**src/rtl/mining_job_scheduler.sv**
```systemverilog
// Mining job scheduler: accepts parsed command packets, runs the SHA-256d core over a
// nonce range and reports the first nonce whose digest meets the leading-zero target.
module mining_job_scheduler #(
    parameter int unsigned NONCE_W = 32,
    parameter int unsigned TAIL_W  = 96
) (
    input  logic               clk,
    input  logic               rst,
    input  logic               cmd_ready,
    input  logic [7:0]         cmd_code,
    input  logic [255:0]       cmd_payload,
    output logic               data_request,
    output logic               core_start,
    output logic [255:0]       core_midstate,
    output logic [TAIL_W-1:0]  core_tail,
    output logic [NONCE_W-1:0] core_nonce,
    input  logic               core_done,
    input  logic [255:0]       core_hash,
    output logic               result_valid,
    input  logic               result_ack,
    output logic [NONCE_W-1:0] result_nonce,
    output logic [2:0]         status
);

    typedef enum logic [2:0] {StIdle, StIssue, StWait, StCheck, StReport} state_e;

    localparam logic [2:0] StatIdle      = 3'd0;
    localparam logic [2:0] StatRunning   = 3'd1;
    localparam logic [2:0] StatFound     = 3'd2;
    localparam logic [2:0] StatExhausted = 3'd3;
    localparam logic [2:0] StatAborted   = 3'd4;
    localparam logic [2:0] StatBadCmd    = 3'd5;

    localparam logic [7:0] CmdNop      = 8'd0;
    localparam logic [7:0] CmdLoadMid  = 8'd1;
    localparam logic [7:0] CmdLoadTail = 8'd2;
    localparam logic [7:0] CmdStart    = 8'd3;
    localparam logic [7:0] CmdAbort    = 8'd4;

    state_e               state_q, state_d;
    logic                 armed_q, armed_d;
    logic                 abort_pend_q, abort_pend_d;
    logic                 data_request_q, data_request_d;
    logic                 core_start_q, core_start_d;
    logic [255:0]         midstate_q, midstate_d;
    logic [TAIL_W-1:0]    tail_q, tail_d;
    logic [7:0]           target_q, target_d;
    logic [NONCE_W-1:0]   nonce_q, nonce_d;
    logic [NONCE_W-1:0]   remaining_q, remaining_d;
    logic [255:0]         hash_q, hash_d;
    logic                 result_valid_q, result_valid_d;
    logic [NONCE_W-1:0]   result_nonce_q, result_nonce_d;
    logic [2:0]           status_q, status_d;

    logic                 allowed;
    logic                 accept;
    logic [255:0]         top_mask;
    logic                 match;
    logic [NONCE_W-1:0]   pl_nonce;
    logic [NONCE_W-1:0]   pl_count;

    assign pl_nonce = cmd_payload[NONCE_W-1:0];
    assign pl_count = cmd_payload[2*NONCE_W+7:NONCE_W+8];

    // Target selects how many digest MSBs must be zero; target 0 yields an empty mask.
    assign top_mask = ~({256{1'b1}} >> target_q);
    assign match    = ((hash_q & top_mask) == '0);

    // Which command codes the current state is willing to consume.
    always_comb begin
        allowed = 1'b0;
        unique case (state_q)
            StIdle:          allowed = 1'b1;
            StIssue, StWait: allowed = (cmd_code == CmdAbort);
            StReport:        allowed = (cmd_code != CmdStart) && (cmd_code != CmdAbort);
            default:         allowed = 1'b0;
        endcase
    end

    assign accept = cmd_ready && armed_q && allowed;

    // Next-state logic: command effects first, then per-state sequencing.
    always_comb begin
        state_d        = state_q;
        abort_pend_d   = abort_pend_q;
        midstate_d     = midstate_q;
        tail_d         = tail_q;
        target_d       = target_q;
        nonce_d        = nonce_q;
        remaining_d    = remaining_q;
        hash_d         = hash_q;
        result_valid_d = result_valid_q;
        result_nonce_d = result_nonce_q;
        status_d       = status_q;
        data_request_d = accept;
        // Re-arm only once the parser has dropped ready, so one packet is taken once.
        if (accept) begin
            armed_d = 1'b0;
        end else if (!cmd_ready) begin
            armed_d = 1'b1;
        end else begin
            armed_d = armed_q;
        end

        if (accept) begin
            case (cmd_code)
                CmdNop:      ;
                CmdLoadMid:  midstate_d = cmd_payload;
                CmdLoadTail: tail_d = cmd_payload[TAIL_W-1:0];
                CmdStart: begin
                    nonce_d      = pl_nonce;
                    target_d     = cmd_payload[NONCE_W+7:NONCE_W];
                    remaining_d  = pl_count;
                    abort_pend_d = 1'b0;
                    if (pl_count == '0) begin
                        status_d       = StatExhausted;
                        result_nonce_d = pl_nonce;
                        result_valid_d = 1'b1;
                        state_d        = StReport;
                    end else begin
                        status_d = StatRunning;
                        state_d  = StIssue;
                    end
                end
                CmdAbort: begin
                    if (state_q == StIdle) begin
                        status_d = StatAborted;
                    end else begin
                        abort_pend_d = 1'b1;
                    end
                end
                default:     status_d = StatBadCmd;
            endcase
        end

        unique case (state_q)
            StIdle: ;
            StIssue: state_d = StWait;
            StWait: begin
                if (core_done) begin
                    hash_d  = core_hash;
                    state_d = StCheck;
                end
            end
            StCheck: begin
                if (abort_pend_q) begin
                    abort_pend_d   = 1'b0;
                    status_d       = StatAborted;
                    result_nonce_d = nonce_q;
                    result_valid_d = 1'b1;
                    state_d        = StReport;
                end else if (match) begin
                    status_d       = StatFound;
                    result_nonce_d = nonce_q;
                    result_valid_d = 1'b1;
                    state_d        = StReport;
                end else if (remaining_q == NONCE_W'(1)) begin
                    status_d       = StatExhausted;
                    result_nonce_d = nonce_q;
                    result_valid_d = 1'b1;
                    state_d        = StReport;
                end else begin
                    nonce_d     = nonce_q + NONCE_W'(1);
                    remaining_d = remaining_q - NONCE_W'(1);
                    state_d     = StIssue;
                end
            end
            StReport: begin
                if (result_ack) begin
                    result_valid_d = 1'b0;
                    state_d        = StIdle;
                end
            end
            default: state_d = StIdle;
        endcase

        // core_start is high for exactly the cycle spent in StIssue.
        core_start_d = (state_d == StIssue);
    end

    // State and registered outputs.
    always_ff @(posedge clk or negedge rst) begin
        if (!rst) begin
            state_q        <= StIdle;
            armed_q        <= 1'b1;
            abort_pend_q   <= 1'b0;
            data_request_q <= 1'b0;
            core_start_q   <= 1'b0;
            midstate_q     <= '0;
            tail_q         <= '0;
            target_q       <= '0;
            nonce_q        <= '0;
            remaining_q    <= '0;
            hash_q         <= '0;
            result_valid_q <= 1'b0;
            result_nonce_q <= '0;
            status_q       <= StatIdle;
        end else begin
            state_q        <= state_d;
            armed_q        <= armed_d;
            abort_pend_q   <= abort_pend_d;
            data_request_q <= data_request_d;
            core_start_q   <= core_start_d;
            midstate_q     <= midstate_d;
            tail_q         <= tail_d;
            target_q       <= target_d;
            nonce_q        <= nonce_d;
            remaining_q    <= remaining_d;
            hash_q         <= hash_d;
            result_valid_q <= result_valid_d;
            result_nonce_q <= result_nonce_d;
            status_q       <= status_d;
        end
    end

    assign data_request  = data_request_q;
    assign core_start    = core_start_q;
    assign core_midstate = midstate_q;
    assign core_tail     = tail_q;
    assign core_nonce    = nonce_q;
    assign result_valid  = result_valid_q;
    assign result_nonce  = result_nonce_q;
    assign status        = status_q;

endmodule

```
**config.mk**
```make
export PLATFORM = sky130hd
export DESIGN_NAME = mining_job_scheduler
export DESIGN_NICKNAME = d
export VERILOG_FILES = /design/src/rtl/mining_job_scheduler.sv
export SDC_FILE = /design/constraint.sdc
export NUM_CORES = 1
export LEC_CHECK = 0
export BUFFER_PORTS_ARGS = -buffer_cell sky130_fd_sc_hd__buf_2
export CAP_MARGIN = 5
export CORE_AREA = 2 2 369 371
export DETAILED_ROUTE_END_ITERATION = 6
export DIE_AREA = 0 0 371 373
export PLACE_DENSITY_LB_ADDON = 0.25
export SYNTH_ARGS = -nofsm -noshare
export SYNTH_HDL_FRONTEND = slang
export SYNTH_SLANG_ARGS = --single-unit
```
**constraint.sdc**
```tcl
create_clock -name clk -period 4.23 [get_ports clk]
set_input_delay 0.846 -clock clk [delete_from_list [all_inputs] [get_ports clk]]
set_output_delay 0.846 -clock clk [all_outputs]
set_load 0.005 [all_outputs]
```
==> results_dict.tcl <==
set metrics [dict create \
    status "completed" \
    min_period_over_period_pct 97.93 \
    nNetsFinal 4120 \
    fin_skew_ps 31.51 \
    drt_iter0_markers 1803 \
    hold_path.class "primary input to asynchronous set/reset pin" \
    post_synth_num_cell_types 84 \
    clk_pin_slew_ps 60 \
    worstPathMaxFanout 34 \
    synthTopCellsByArea "dfrtp_1 56%, mux2_2 23%, clkbuf_1 1.5%" \
    wirelength_mm 150.0 \
    cts_hold_buf 0 \
    clockBufferDepth 3 \
    cts_tree "built" \
    worstMarginPinSlew_ps 1150 \
    cts_made_buffers 85 \
    grt_pass1_vias 26965 \
    port_buffers 945 \
    cellLeakagePower_nw 21.72 \
    finalMaxSlewViolations 0 \
    viasPerCell 4.851 \
    layout.cells.non_filler 5448 \
    worstSetupPathType "flip-flop to flip-flop" \
    layout_setup_ws_ps 87.50 \
    routabilityCongestion 0.9855 \
    hpwl_mm 118.4 \
    io_pins 947 \
    cts_sinks 722 \
    wire_per_inst_um 27.54 \
    avgSynthCellArea_um2 12.77 \
    ys_seq_area_share_pct 56.04 \
    netlist_instances 2525 \
    ir_drop_v 0.0003325 \
    required_ps 4810 \
    synthTopCellsByCount "721 x dfrtp_1, 645 x mux2_2, 125 x clkbuf_1" \
    hold_violations 0 \
    synth.top_cell.area_share_pct 55.96 \
    drive_above_1_share_pct 54.50 \
    grt_max_degree 93 \
    die-area_um2 138400 \
    place_inst 5286 \
    setup_viol 0 \
    cp_slowest_cell "or4_1" \
    crit_top_cell "buf_12" \
    fmax_mhz 241.4 \
    die_x_um 371 \
    grt-ovfl-total 0 \
    postRouteAntennaNets 0 \
    crit_path_start_kind "flip-flop" \
    insertion_delay_ps 690 \
    synth_largest_area_cell "dfrtp_1" \
    crit_arrival_ps 4720 \
    vias 26430 \
    synth_edf_count 0 \
    track_usage_pct 21.12 \
    netlist_area_um2 32240 \
    ys_ff_latch 722 \
    setup_tns_ps 0 \
    yosysMostFrequentCell "dfrtp_1" \
    utilization_pct 32.32 \
    max_cap_viol_count 0 \
    num_rows 135 \
    ys_warn_count 0 \
    cts-root-buf "clkbuf_16" \
    slowest_delay_ps 530 \
    cts-htree-levels 3 \
    period_needed_ps 4142 \
    syn_to_final_growth_pct 34.97 \
    power_density_nw_per_um2 541.1 \
    preCtsSetupSlack_ps -190.5 \
    ys.flop_type "dfrtp_1" \
    grt_antenna_before_repair 32 \
    die_y_um 373 \
    crit_chain "buf_12, a2111o_1, a32oi_1, nand3_1, or4_1, or3_4, nor4_4, a31oi_4, or2_4, buf_12, mux2_4, o221a_1" \
    slew_headroom_pct 23.36 \
    syn-num-nets 3053 \
    drc 0 \
    coreArea_um2 134600 \
    grt_pass1_wl_mm 208.0 \
    crit_path_end_kind "flip-flop" \
    start_util_pct 23.95 \
    nFillCells 13839 \
    synth-async-reset-ratio_pct 100.0 \
    first_pass_iters 5 \
]
[metrics by stage]
| stage | hold WS, ps | total power, mW | instance area [um^2] |
|---|---|---|---|
| CTS | 197.4 | 23.76 | 43370 |
| global placement | 459.7 | 15.96 | 40470 |
| floorplan | 458.5 | 12.65 | 32240 |
| global route | 249.7 | 24.62 | 43500 |
| finish | 242.8 | 23.55 | 43510 |
| detailed placement | 465.8 | 15.96 | 40470 |
[timing repair]
item / CTS / global route
buffers inserted: 0 / 0
cloned: 0 / 0
setup endpoints to repair: 64 / 88
gates resized for setup: 8 / 23
pin swaps: 0 / 6
endpoints found under the hold margin: 0 / 0
[critical path, delay by kind of cell (launching register included)]
family | cells | cell delay [ps]
mux | 1 | 320
compound gates | 4 | 1060
buf+inv | 2 | 370
simple gates | 5 | 1810
flops | 1 | 440
[final cells by class]
| cell class | instances | area [um^2] | share of cell area [%] |
|---|---|---|---|
| sequential | 722 | 18070 | 41.53 |
| clock buffer | 118 | 2391 | 5.495 |
| clock inverter | 34 | 491.7 | 1.130 |
| timing repair buffer | 1143 | 6614 | 15.20 |
| antenna | 10 | 25.02 | 0.05751 |
| multi-input combinational | 1605 | 13560 | 31.16 |
| tap | 1781 | 2228 | 5.121 |
| inverter | 35 | 131.4 | 0.3019 |
[power breakdown]
| part | total, mW | switching (mW) | internal, mW |
|---|---|---|---|
| Clock | 7.59 | 3.17 | 4.42 |
| Combinational | 5.30 | 2.54 | 2.76 |
| Sequential | 10.7 | 2.17 | 8.49 |
[kinds of logic after synthesis]
logic type | synth area share [%]
xor gates and xnor gates | 0.05434
muxes | 24.32
DFF | 56.04
adders and majority gates | 0.1475
AOI/OAI and AO/OA | 9.306
and+or+nand+nor | 7.661
buffers and inverters | 2.472
[final timing paths]
kind | start | slack (ps) | cells past startpoint | endpoint
max | target_q[4]$_DFFE_PN0P_ | 90 | 12 | core_nonce[31]$_DFF_PN0_
min | rst | 240 | 1 | result_nonce[26]$_DFF_PN0_
max reg2reg | target_q[4]$_DFFE_PN0P_ | 90 | 12 | core_nonce[31]$_DFF_PN0_
min reg2reg | core_tail[40]$_DFFE_PN0P_ | 470 | 2 | core_tail[40]$_DFFE_PN0P_
max in group asynchronous | rst | 3000 | 2 | core_midstate[67]$_DFFE_PN0P_
min in group clk | cmd_ready | 320 | 2 | armed_q$_DFFE_PN1P_
[per-layer routing]
metal  share of wire, %  vias to the layer above  global-route usage [%]
met4                5.5                       14                   10.66
met5              0.064                        -                       0
met1                 40                    13443                   25.53
met2                 48                     1105                   34.93
met3                6.8                      303                   4.942
li1                   -                    11565                       -
[sequential cells by signal, indices dropped and copies added, names as in the netlist]
signal,cells
core_midstate,256
hash_q,255
core_tail,96
core_nonce,32
remaining_q,32
result_nonce,32
target_q,8
state_q,3
status,3
abort_pend_q,1
armed_q,1
core_start,1
data_request,1
result_valid,1
[layout by cell type (no fill, tap or decap), drive strengths merged, types with 25 or more instances in the layout]
cell type / count
mux2i: 46
nor3: 35
inv: 36
nand2: 95
clkbuf: 118
dfrtp: 721
mux2: 653
o221a: 34
o21ai: 94
nand4: 34
nand3: 70
a21oi: 62
nor2: 102
nor4: 37
buf: 1143
and3: 25
No activity file was read; power rests on OpenSTA's default activity.
